`src/rtl/multicycle_ctrl.sv`:
```
// -----------------------------------------------------------------------------
// multicycle_ctrl
// Sequencing FSM for the multi-cycle MIPS-subset CPU. One memory port is
// shared by instruction fetch and data access, and one ALU is shared by PC
// increment, address calculation and execution. The controller walks each
// instruction through its states and drives every datapath select and enable.
// Memory accesses use a req/ready handshake guarded by a wait-cycle timeout.
//
// Ports:
//   clk_i        clock, rising edge
//   rst_i        synchronous reset, active-low
//   op_i         opcode field instr[31:26] from the instruction register
//   zero_i       ALU zero flag (branch decision)
//   mem_ready_i  memory completes the current access this cycle
//   mem_req_o / mem_read_o / mem_write_o   memory request and strobes
//   iord_o       memory address select: 0=PC, 1=ALUOut
//   ir_write_o   load instruction register
//   pc_write_o   load PC
//   pc_src_o     PC source: 00=ALU, 01=ALUOut, 10=jump target
//   reg_dst_o    write register select: 0=rt, 1=rd
//   reg_write_o  register file write enable
//   mem_to_reg_o writeback data: 0=ALUOut, 1=MDR
//   alu_src_a_o  ALU A: 0=PC, 1=rs
//   alu_src_b_o  ALU B: 00=rt, 01=4, 10=imm, 11=imm<<2
//   alu_op_o     000=add, 001=sub, 010=decode funct
//   state_o      current state encoding
//   illegal_o    one-cycle pulse on unsupported opcode
//   bus_err_o    one-cycle pulse on memory timeout
//   retired_o    count of completed instructions (wraps)
// -----------------------------------------------------------------------------
module multicycle_ctrl #(
    parameter int unsigned TIMEOUT = 16
) (
    input  logic        clk_i,
    input  logic        rst_i,
    input  logic [5:0]  op_i,
    input  logic        zero_i,
    input  logic        mem_ready_i,
    output logic        mem_req_o,
    output logic        mem_read_o,
    output logic        mem_write_o,
    output logic        iord_o,
    output logic        ir_write_o,
    output logic        pc_write_o,
    output logic [1:0]  pc_src_o,
    output logic        reg_dst_o,
    output logic        reg_write_o,
    output logic        mem_to_reg_o,
    output logic        alu_src_a_o,
    output logic [1:0]  alu_src_b_o,
    output logic [2:0]  alu_op_o,
    output logic [3:0]  state_o,
    output logic        illegal_o,
    output logic        bus_err_o,
    output logic [31:0] retired_o
);

    localparam logic [3:0] S_FETCH    = 4'd0;
    localparam logic [3:0] S_DECODE   = 4'd1;
    localparam logic [3:0] S_MEM_ADDR = 4'd2;
    localparam logic [3:0] S_MEM_RD   = 4'd3;
    localparam logic [3:0] S_MEM_WB   = 4'd4;
    localparam logic [3:0] S_MEM_WR   = 4'd5;
    localparam logic [3:0] S_R_EXEC   = 4'd6;
    localparam logic [3:0] S_R_WB     = 4'd7;
    localparam logic [3:0] S_BRANCH   = 4'd8;
    localparam logic [3:0] S_JUMP     = 4'd9;
    localparam logic [3:0] S_I_EXEC   = 4'd10;
    localparam logic [3:0] S_I_WB     = 4'd11;

    localparam logic [5:0] OP_RTYPE = 6'h00;
    localparam logic [5:0] OP_LW    = 6'h23;
    localparam logic [5:0] OP_SW    = 6'h2B;
    localparam logic [5:0] OP_BEQ   = 6'h04;
    localparam logic [5:0] OP_BNE   = 6'h05;
    localparam logic [5:0] OP_ADDI  = 6'h08;
    localparam logic [5:0] OP_J     = 6'h02;

    // Last wait count tolerated before a memory access is abandoned.
    localparam logic [7:0] WAIT_LAST = 8'(TIMEOUT - 1);

    logic [3:0]  state_r;
    logic [3:0]  state_next_s;
    logic [7:0]  wait_cnt_r;
    logic [7:0]  wait_cnt_next_s;
    logic [31:0] retired_r;
    logic        is_mem_s;
    logic        timeout_s;
    logic        retire_s;
    logic        illegal_s;

    assign state_o   = state_r;
    assign retired_o = retired_r;

    // Memory-state detection and timeout; ready in the final cycle wins.
    always_comb begin
        is_mem_s  = (state_r == S_FETCH) || (state_r == S_MEM_RD) ||
                    (state_r == S_MEM_WR);
        timeout_s = is_mem_s && !mem_ready_i && (wait_cnt_r >= WAIT_LAST);
        if (is_mem_s && !mem_ready_i && !timeout_s) begin
            wait_cnt_next_s = wait_cnt_r + 8'd1;
        end else begin
            wait_cnt_next_s = 8'd0;
        end
    end

    // Next-state logic plus retire and illegal-opcode detection.
    always_comb begin
        state_next_s = S_FETCH;
        retire_s     = 1'b0;
        illegal_s    = 1'b0;
        case (state_r)
            S_FETCH: begin
                if (mem_ready_i) begin
                    state_next_s = S_DECODE;
                end else begin
                    // Timeout also lands here: re-fetch from the same PC.
                    state_next_s = S_FETCH;
                end
            end
            S_DECODE: begin
                case (op_i)
                    OP_RTYPE:      state_next_s = S_R_EXEC;
                    OP_LW, OP_SW:  state_next_s = S_MEM_ADDR;
                    OP_BEQ, OP_BNE: state_next_s = S_BRANCH;
                    OP_ADDI:       state_next_s = S_I_EXEC;
                    OP_J:          state_next_s = S_JUMP;
                    default: begin
                        state_next_s = S_FETCH;
                        illegal_s    = 1'b1;
                    end
                endcase
            end
            S_MEM_ADDR: begin
                if (op_i == OP_LW) begin
                    state_next_s = S_MEM_RD;
                end else if (op_i == OP_SW) begin
                    state_next_s = S_MEM_WR;
                end else begin
                    state_next_s = S_FETCH;
                end
            end
            S_MEM_RD: begin
                if (mem_ready_i) begin
                    state_next_s = S_MEM_WB;
                end else if (timeout_s) begin
                    state_next_s = S_FETCH;
                end else begin
                    state_next_s = S_MEM_RD;
                end
            end
            S_MEM_WB: begin
                state_next_s = S_FETCH;
                retire_s     = 1'b1;
            end
            S_MEM_WR: begin
                if (mem_ready_i) begin
                    state_next_s = S_FETCH;
                    retire_s     = 1'b1;
                end else if (timeout_s) begin
                    state_next_s = S_FETCH;
                end else begin
                    state_next_s = S_MEM_WR;
                end
            end
            S_R_EXEC: state_next_s = S_R_WB;
            S_R_WB: begin
                state_next_s = S_FETCH;
                retire_s     = 1'b1;
            end
            S_BRANCH: begin
                state_next_s = S_FETCH;
                retire_s     = 1'b1;
            end
            S_JUMP: begin
                state_next_s = S_FETCH;
                retire_s     = 1'b1;
            end
            S_I_EXEC: state_next_s = S_I_WB;
            S_I_WB: begin
                state_next_s = S_FETCH;
                retire_s     = 1'b1;
            end
            default: state_next_s = S_FETCH;
        endcase
    end

    // Moore output decode; everything is held at 0 while reset is asserted.
    always_comb begin
        mem_req_o    = 1'b0;
        mem_read_o   = 1'b0;
        mem_write_o  = 1'b0;
        iord_o       = 1'b0;
        ir_write_o   = 1'b0;
        pc_write_o   = 1'b0;
        pc_src_o     = 2'b00;
        reg_dst_o    = 1'b0;
        reg_write_o  = 1'b0;
        mem_to_reg_o = 1'b0;
        alu_src_a_o  = 1'b0;
        alu_src_b_o  = 2'b00;
        alu_op_o     = 3'b000;
        illegal_o    = 1'b0;
        bus_err_o    = 1'b0;
        if (rst_i) begin
            illegal_o = illegal_s;
            bus_err_o = timeout_s;
            case (state_r)
                S_FETCH: begin
                    mem_req_o   = 1'b1;
                    mem_read_o  = 1'b1;
                    alu_src_b_o = 2'b01;
                    ir_write_o  = mem_ready_i;
                    pc_write_o  = mem_ready_i;
                end
                S_DECODE: begin
                    alu_src_b_o = 2'b11;
                end
                S_MEM_ADDR: begin
                    alu_src_a_o = 1'b1;
                    alu_src_b_o = 2'b10;
                end
                S_MEM_RD: begin
                    mem_req_o  = 1'b1;
                    mem_read_o = 1'b1;
                    iord_o     = 1'b1;
                end
                S_MEM_WB: begin
                    reg_write_o  = 1'b1;
                    mem_to_reg_o = 1'b1;
                end
                S_MEM_WR: begin
                    mem_req_o   = 1'b1;
                    // The write strobe is withdrawn in the abandoning cycle.
                    mem_write_o = !timeout_s;
                    iord_o      = 1'b1;
                end
                S_R_EXEC: begin
                    alu_src_a_o = 1'b1;
                    alu_op_o    = 3'b010;
                end
                S_R_WB: begin
                    reg_write_o = 1'b1;
                    reg_dst_o   = 1'b1;
                end
                S_BRANCH: begin
                    alu_src_a_o = 1'b1;
                    alu_op_o    = 3'b001;
                    pc_src_o    = 2'b01;
                    if (op_i == OP_BEQ) begin
                        pc_write_o = zero_i;
                    end else if (op_i == OP_BNE) begin
                        pc_write_o = !zero_i;
                    end else begin
                        pc_write_o = 1'b0;
                    end
                end
                S_JUMP: begin
                    pc_src_o   = 2'b10;
                    pc_write_o = 1'b1;
                end
                S_I_EXEC: begin
                    alu_src_a_o = 1'b1;
                    alu_src_b_o = 2'b10;
                end
                S_I_WB: begin
                    reg_write_o = 1'b1;
                end
                default: begin
                    mem_req_o = 1'b0;
                end
            endcase
        end else begin
            illegal_o = 1'b0;
            bus_err_o = 1'b0;
        end
    end

    // State, wait counter and retired-instruction counter registers.
    always_ff @(posedge clk_i) begin
        if (!rst_i) begin
            state_r    <= S_FETCH;
            wait_cnt_r <= 8'd0;
            retired_r  <= 32'd0;
        end else begin
            state_r    <= state_next_s;
            wait_cnt_r <= wait_cnt_next_s;
            if (retire_s) begin
                retired_r <= retired_r + 32'd1;
            end else begin
                retired_r <= retired_r;
            end
        end
    end

endmodule

```
`config.mk`:
```
export PLATFORM = sky130hd
export DESIGN_NAME = multicycle_ctrl
export DESIGN_NICKNAME = d
export VERILOG_FILES = /design/src/rtl/multicycle_ctrl.sv
export SDC_FILE = /design/constraint.sdc
export NUM_CORES = 1
export LEC_CHECK = 0
export ABC_AREA = 0
export BUFFER_PORTS_ARGS = -buffer_cell sky130_fd_sc_hd__buf_2
export CORE_ASPECT_RATIO = 1.1
export CORE_MARGIN = 2
export CORE_UTILIZATION = 30
export CTS_CLUSTER_SIZE = 20
export DETAILED_ROUTE_END_ITERATION = 12
export PLACE_DENSITY_LB_ADDON = 0.08
export SLEW_MARGIN = 20
export SYNTH_ARGS = -nofsm -noshare
export SYNTH_HDL_FRONTEND = slang
export SYNTH_SLANG_ARGS = --single-unit
```
`constraint.sdc`:
```
create_clock -name clk_i -period 2.6 [get_ports clk_i]
set_input_delay 0.65 -clock clk_i [delete_from_list [all_inputs] [get_ports clk_i]]
set_output_delay 0.65 -clock clk_i [all_outputs]
set_load 0.01 [all_outputs]
```
# --- Word-level counts from Yosys, hierarchy flattened ---
# Index checks and enable logic that the tools add are counted.
# Widths: inputs -> output; s select.
totals:
  register_bits: 44
  in_bits: 10
  wordCells: 87
classes:
  addsub: 2
  n_lt_le_gt_ge: 1
  eq_ne: 17
  muxes: 43
  n_reduce_logical: 21
ops:
  columns: ["operator", "count"]
  rows:
  - ["$add 32x1->32 const B", 1]
  - ["$pmux 4 s7", 1]
  - ["$mux 1", 27]
  - ["$pmux 4 s5", 1]
  - ["$eq 4x3->1 const B", 4]
  - ["$eq 4x4->1 const B", 4]
  - ["$mux 3", 5]
  - ["$eq 6x3->1 const B", 2]
  - ["$eq 6x6->1 const B", 2]
  - ["$reduce_or 2->1", 5]
  - ["$add 8x1->8 const B", 1]
  - ["$eq 4x2->1 const B", 2]
  - ["$ge 8x4->1 const B", 1]
  - ["$mux 2", 4]
  - ["$pmux 2 s2", 2]
  - ["$reduce_or 7->1", 1]
  - ["$eq 6x2->1 const B", 1]
  - ["$eq 6x4->1 const B", 1]
  - ["$logic_not 6->1", 1]
  - ["$pmux 2 s3", 1]
  - ["$reduce_or 3->1", 2]
  - ["$reduce_or 5->1", 1]
  - ["$eq 4x1->1 const B", 1]
  - ["$logic_not 4->1", 1]
  - ["other kinds (7)", 12]

# --- Longest topological paths before layout ---
# Gate-level depths: netlist (run 1).
logic_depth:
  depth_word: 8
  mapped_depth: 8
  mapped_depth_nobuf: 5

# --- Least setup slack after synthesis (run 1) ---
# No wires, ideal clock.
synth_path:
  path_type: "flip-flop to output port"
  from: "reg state_r[0] (netlist: state_o[0])"
  to: "out illegal_o"
  arrival_time_ns: 1.613
  path_slack_ns: 0.337
  path_stages_with_launch: 5
  path_buffers: 2
  path_cell_list: "dfxtp_1 > clkbuf_1 > nand2b_1 > clkbuf_1 > a2111oi_0"
synth_between:
  elab_chain_len: 3
synth_rtl:
  columns: ["item", "line_no", "text"]
  rows:
  - ["start: declaration", "82", "logic [3:0] state_r;"]
  - ["start signal: assignment", "286", "state_r <= state_next_s;"]
  - ["$eq 4x1->1", "112", "case (state_r)"]
  - ["$mux 1", "112", null]
  - ["$mux 1", "205", "if (rst_i) begin"]
  - ["end: declaration", "53", "output logic illegal_o,"]
# No other way between the ends.

# --- Final worst setup path (run 1) ---
# Same ends and word-level chain as after synthesis.

==> metrics.md, run 1 <==
| Metric | Value |
|---|---|
| Final hold slack | 0.4563 ns |
| GRT Overall Usage | 0.1548 |
| Setup tns final | 0 ns |
| Die X | 92.36 um |
| Layout cell share with drive strength beyond 1 | 0.2312 |
| Sequential area share after synthesis | 0.3419 |
| Fmax | 416.1 MHz |
| Unrepaired setup endpoints after global routing | no |
| CTS tree | yes |
| DP Wirelength | 5058 um |
| Leak | 1.206 nW |
| Iter 0 DRT Violations | 83 |
| Netlist cell types | 42 |
| Max Cap Viol | 0 |
| Area leader, netlist | dfxtp_1 |
| I/O Pins | 65 |
| Initial antenna violation count | 0 |
| Compound-Gate Fraction of Synth Area | 0.1496 |
| Slew Viols, Final | 0 |
| # clock sinks | 44 |
| Initial core utilization | 0.3080 |
| Top cells by area, synth | dfxtp_1, or4_1, mux2i_1 |
| Post_cts resized | 0 |
| Root buffer cell | clkbuf_8 |
| Status | finished, final reports clean |
| Worst vdd ir | 198.4 uV |
| Met3 usage | 0.03274 |
| Post-synthesis simple-gate area fraction | 0.3677 |
| Drt pass-1 iters | 4 |
| Post-CTS Setup Bufs | 0 |
| Gr busiest metal | met2 |
| Site Rows | 35 |
| Syn Area/Cell | 7.951 sq um |
| Crit end category | output port |
| Clk pin slew, worst setup/hold paths | 0.08 ns |
| Power density cells | 429.7 nW/um^2 |
| Worst skew pair latency | 0.30 ns |
| Clk buf depth | 2 |
| Vias in the first global route | 2436 |
| Number of enable flip-flop cells after synthesis | 0 |
| Vias after detailed routing | 2626 |
| Pwr Total | 1.342 mW |
| Port Buffer Count | 63 |
| Mux share of post-synthesis cell area | 0.04662 |
| Worst Skew | 0.01385 ns |
| Worst hold endpoint | wait_cnt_r[0] |
| ANT cells | 0 |
| Pin count of the biggest net entering global routing | 51 |
| Routability cong. | 0.7739 |
| Top cell type's share of synthesized area | 0.3419 |
| Combinational power share | 0.072 |
| Worst r2r src | state_o[2] |
| Hold buffers post-CTS | 0 |
| Net Sw Frac | 0.2331 |
| Commonest non-fill, non-tap cell in the layout | buf_2 |
| Final setup vio count | 0 |
| Grt met1 use | 0.2043 |
| First-pass GRT wire length | 11830 um |
| Met2 usage | 0.2532 |
| NetSw | 0.3128 mW |
| Worst EP required | 1.95 ns |
| Hold Path Origin | wait_cnt_r[0] |
| Worst-margin pin slew | 0.6179 ns |
| Critical Path Start Type | flop |
| CP Max Fanout | 17 |
| Clock share of power | 0.420 |
| Die area | 9345 sq um |
| Reg power frac | 0.508 |
| Final Hold Fails | 0 |
| Core area | 8364 sq um |
| TritonCTS buffer count | 5 |
| Routed wire length | 7085 um |
| Detail Route Antenna Nets | 0 |
| Drt wl/cell | 14.28 um |
| R2R Setup Slk | 0.37 ns |
| Main combinational cell family by area after synthesis | simple AND/OR/NAND/NOR gates |
| Drt via density | 5.294 |
| Post-synthesis adder-cell area fraction | 0.009713 |
| Fin crit share | 0.9243 |
| Fraction of registers with async set/reset | 0 |
| R2R cell count | 5 |
| H-tree depth | 2 |
| Relative slew margins | 0.5853 |
| Worst setup path class | reg -> out |
| Area Overhead vs Synth | 21.22% |
| Critical Path AT | 1.75 ns |
| FF+latch count, synth | 44 |
| Chip height | 101.2 um |
| Min-Delay Path Class | reg -> reg |
| DRC viols | 0 |
| Most used DFF post-synth | dfxtp_1 |
| Mapped Cells | 324 |
| Most frequent cells in the layout | buf_2, dfxtp_1, nand2_1 |
| Area of the mapped netlist | 2576 sq um |
| Hold path depth | 1 |
| Int Pwr | 1.029 mW |
| GRT overflow | 0 |
| Post-layout util | 0.3734 |
| Synth Warn # | 0 |
| R2R Path End | retired_o[3] |
| Final Net Count | 396 |
| Min cycle time layout | 2.403 ns |
| XOR/XNOR share of the synthesized area | 0.02380 |
-- synthesized netlist by cell type (2+ instances only) --
cell type,instances
nor3_1,8
nand2_1,30
inv_1,7
a31oi_1,2
buf_1,3
and3_1,6
a41oi_1,3
buf_2,2
ha_1,2
or4_1,17
clkbuf_1,15
nand3_1,15
nor4b_1,3
o31ai_1,14
xor2_1,4
nor4_1,12
dfxtp_1,44
o311ai_0,3
nand4_1,11
buf_6,3
nor2_1,24
a311oi_1,2
o41ai_1,3
or3b_2,3
or3_1,5
mux2i_1,12
and4_1,5
o21ai_0,8
nand3b_1,2
buf_4,2
nand2b_1,15
xnor2_1,3
nor2b_1,5
a21oi_1,23
-- metal layers --
metal / vias to the layer above / part of all wire
li1: 1333 / -
met1: 1234 / 0.48
met2: 51 / 0.46
met3: 8 / 0.044
met4: 0 / 0.013
met5: - / 0
-- metrics by stage --
| step | instances | cell area, sq um | worst slack, ns |
|---|---|---|---|
| floorplan | 328 | 2591 | 0.3375 |
| global placement | 488 | 3002 | 0.1710 |
| detailed placement | 488 | 3002 | 0.1313 |
| CTS | 496 | 3123 | 0.1484 |
| global route | 496 | 3123 | 0.0006970 |
| finish | 496 | 3123 | 0.1967 |
-- worst max path at each step --
stage                            from            to  slack, ns  cells after the start
after floorplan            state_o[0]     illegal_o       0.34                      4
after global placement    mem_ready_i  retired_o[3]       0.17                      6
after detailed placement  mem_ready_i  retired_o[3]       0.13                      6
after CTS                  state_o[0]     illegal_o       0.15                      4
after global routing       state_o[0]     illegal_o     0.0007                      4
final                      state_o[0]     illegal_o       0.20                      4
-- kinds of logic (layout without fill, tap and decap cells) --
| logic type | after synthesis | in the layout |
|---|---|---|
| buffers and inverters | 32 | 89 |
| adders and majority gates | 2 | 2 |
| and+or+nand+nor | 166 | 166 |
| other | 1 | 5 |
| muxes | 12 | 12 |
| AOI/OAI and AO/OA | 60 | 60 |
| DFF | 44 | 44 |
| xor gates and xnor gates | 7 | 7 |
-- flip-flops by register name, summed over array words and instances, names as in the netlist --
name	cells
wait_cnt_r	8
state_o	4
retired_o	32
-- worst max-delay path: stages, from the launching register on --
cell       delay, ns
dfxtp_1         0.49
buf_4           0.27
nand2b_1        0.17
a2111oi_0       0.33
buf_2           0.20
-- power groups by stage --
stage          combinational (mW)  clock [mW]  sequential (mW)
3_5_place_dp               0.0969           0            0.697
2_1_floorplan              0.0585           0            0.696
6_report                   0.0971       0.563            0.681
4_1_cts                    0.0974       0.586            0.682
5_1_grt                     0.109       0.610            0.682
3_3_place_gp               0.0979           0            0.697
-- cell type report --
cell class                 instances  area [sq um]
fill                             920          5241
multi-input combinational        252          1558
sequential                        44         880.8
timing repair buffer              74         397.9
tap                              111         138.9
clock buffer                       6         82.58
clock inverter                     2         38.79
inverter                           7         26.28
No activity file was read; power rests on OpenSTA's default activity.
==> run 2: changes to the inputs <==
--- a/config.mk
+++ b/config.mk
@@ -13,6 +13,7 @@
 export CTS_CLUSTER_SIZE = 20
 export DETAILED_ROUTE_END_ITERATION = 12
 export PLACE_DENSITY_LB_ADDON = 0.08
+export SKIP_LAST_GASP = 1
 export SLEW_MARGIN = 20
 export SYNTH_ARGS = -nofsm -noshare
 export SYNTH_HDL_FRONTEND = slang
==> constraint.sdc (replaced) <==
create_clock -name clk_i -period 2.56 [get_ports clk_i]
set_input_delay 0.64 -clock clk_i [delete_from_list [all_inputs] [get_ports clk_i]]
set_output_delay 0.64 -clock clk_i [all_outputs]
set_load 0.01 [all_outputs]
==> run 2 against run 1 <==
Clock skew down 0.0043 ns; clock-buffer cell count unchanged; sequential power up 2%; die area unchanged; first-iteration DRC count up 52%; clock power down 25%; design area down 1.6%; worst setup slack worse by 0.037 ns; critical endpoint unchanged.
==> metrics.md, run 2 (synthesis gave the netlist of run 1 again) <==
| Metric | Value |
|---|---|
| Iter 0 DRT Violations | 126 (+52%) |
| Clk pin slew, worst setup/hold paths | 0.08 ns (about the same) |
| Register Area | 880.8 sq um (unchanged) |
| Max FFs per register | 32 (unchanged) |
| Worst-margin pin slew | 0.5908 ns (-0.02714 ns) |
| GRT Overall Usage | 0.1524 (-0.002353) |
| Post-route cell area | 3072 sq um (-1.6%) |
| TritonCTS buffer count | 5 (unchanged) |
| Most frequent cells in the layout | buf_2, dfxtp_1, nand2_1 |
| Min cycle time layout | 2.401 ns |
| Unrepaired setup endpoints after global routing | no |
| R2R Path End | retired_o[24] |
| Critical Path AT | 1.76 ns (about the same) |
| Final worst-path setup slack | 0.1594 ns (-0.03732 ns) |
| Chip height | 101.2 um (unchanged) |
| Final hold slack | 0.4534 ns (-0.002974 ns) |
| GRT overflow | 0 (unchanged) |
| Worst setup path class | reg -> out |
| Fmax | 416.6 MHz |
| Vias in the first global route | 2421 (-0.62%) |
| Final Hold Fails | 0 (unchanged) |
| Initial core utilization | 0.3080 (unchanged) |
| Power density cells | 394.0 nW/um^2 (-8.3%) |
| Hold buffers post-CTS | 0 (unchanged) |
| Site Rows | 35 (unchanged) |
| Leak | 1.180 nW (-2.1%) |
| Vias after detailed routing | 2579 (-1.8%) |
| Post-layout util | 0.3672 (-0.006133) |
| Worst Skew | 0.009587 ns (-0.004263 ns) |
| Placed inst area | 2994 sq um (-0.25%) |
| Critical Path Start Type | flop |
| Pwr Total | 1.210 mW (-9.8%) |
| Root buffer cell | clkbuf_8 |
| Crit end category | output port |
| Commonest non-fill, non-tap cell in the layout | buf_2 |
| Multi-input gate area | 1558 sq um (unchanged) |
| Worst hold endpoint | wait_cnt_r[0] |
| Layout cell share with drive strength beyond 1 | 0.2245 (-0.006626) |
| Final setup vio count | 0 (unchanged) |
| Status | finished, final reports clean |
| Worst skew pair latency | 0.30 ns (about the same) |
| DRC viols | 0 (unchanged) |
| Drt via density | 5.221 (-1.4%) |
| Core area | 8364 sq um (unchanged) |
| Max Cap Viol | 0 (unchanged) |
| CTS tree | yes |
| Min-Delay Path Class | reg -> reg |
| Routed wire length | 7015 um (-0.99%) |
| Worst slack, placed | 0.1277 ns (-0.003619 ns) |
| Hold Path Origin | wait_cnt_r[0] |
| Placed cell count | 487 (-0.20%) |
| Clk buf depth | 2 (unchanged) |
| Drt pass-1 iters | 4 (unchanged) |
| Fillers | 895 (-2.7%) |
| Fin crit share | 0.9377 |
| Die X | 92.36 um (unchanged) |
| I/O Pins | 65 (unchanged) |
| Initial antenna violation count | 0 (unchanged) |
| # clock sinks | 44 (unchanged) |
| Post_cts resized | 0 (unchanged) |
| Post-Layout Cell Count | 494 (-0.40%) |
| ANT cells | 0 (unchanged) |
| Die area | 9345 sq um (unchanged) |
| Routability cong. | 0.7943 (+2.6%) |
| DP Wirelength | 4951 um (-2.1%) |
| Slew Viols, Final | 0 (unchanged) |
| Worst EP required | 1.92 ns (-0.03 ns) |
| Pin count of the biggest net entering global routing | 50 (-2.0%) |
| Hold path depth | 1 (unchanged) |
| Worst r2r src | retired_o[12] |
| R2R cell count | 4 (-1) |
| Drt wl/cell | 14.20 um (-0.59%) |
| Post-CTS Setup Bufs | 0 (unchanged) |
| Area Overhead vs Synth | 19.23% |
| Setup tns final | 0 ns (unchanged) |
| Worst vdd ir | 197.7 uV (-0.32%) |
| Final Net Count | 395 (-0.25%) |
| Port Buffer Count | 63 (unchanged) |
| Relative slew margins | 0.6035 (+0.01821) |
| First-pass GRT wire length | 11740 um (-0.76%) |
| H-tree depth | 2 (unchanged) |
| Detail Route Antenna Nets | 0 (unchanged) |
| R2R Setup Slk | 0.35 ns (-0.02 ns) |
| CP Max Fanout | 17 (unchanged) |
## run 2: cell types whose count changed in the layout (fill, tap and decap cells not counted)
cell	previous run	this run
buf_4	11	10
bufinv_16	1	0
clkbuf_1	0	1
clkbuf_8	6	5
clkinv_2	0	1
clkinv_4	1	0
## run 2: critical path, stage by stage (launching register included)
cell and delay (ns):
dfxtp_1 0.50, buf_4 0.27, nand2b_1 0.15, a2111oi_0 0.35
buf_2 0.20
## run 2: worst max path at each step
stage	to	slack, ns	cells past startpoint	start
2_1_floorplan	illegal_o	0.31	4	state_o[0]
3_3_place_gp	retired_o[17]	0.15	5	mem_ready_i
3_5_place_dp	retired_o[11]	0.13	5	mem_ready_i
4_1_cts	illegal_o	0.10	4	state_o[0]
5_1_grt	illegal_o	0.009	4	state_o[0]
6_report	illegal_o	0.16	4	state_o[0]
## run 2: cell type report
type	instances	share of cell area
sequential	44	0.2868
multi-input combinational	252	0.5071
clock buffer	6	0.02363
timing repair buffer	73	0.1271
inverter	7	0.008554
clock inverter	1	0.001629
tap	111	0.04521
## run 2: per-layer routing
layer | GRT usage | vias to the layer above | share of wire
met5 | 0 | - | 0
met4 | 0.04937 | 0 | 0.011
met3 | 0.02976 | 8 | 0.045
met2 | 0.2482 | 53 | 0.44
met1 | 0.2043 | 1192 | 0.51
li1 | - | 1326 | -
## run 2: report_power, final
part	total, mW	internal [mW]	switching (mW)
Combinational	0.0976	0.0363	0.0614
Sequential	0.692	0.688	0.00341
Clock	0.421	0.186	0.235
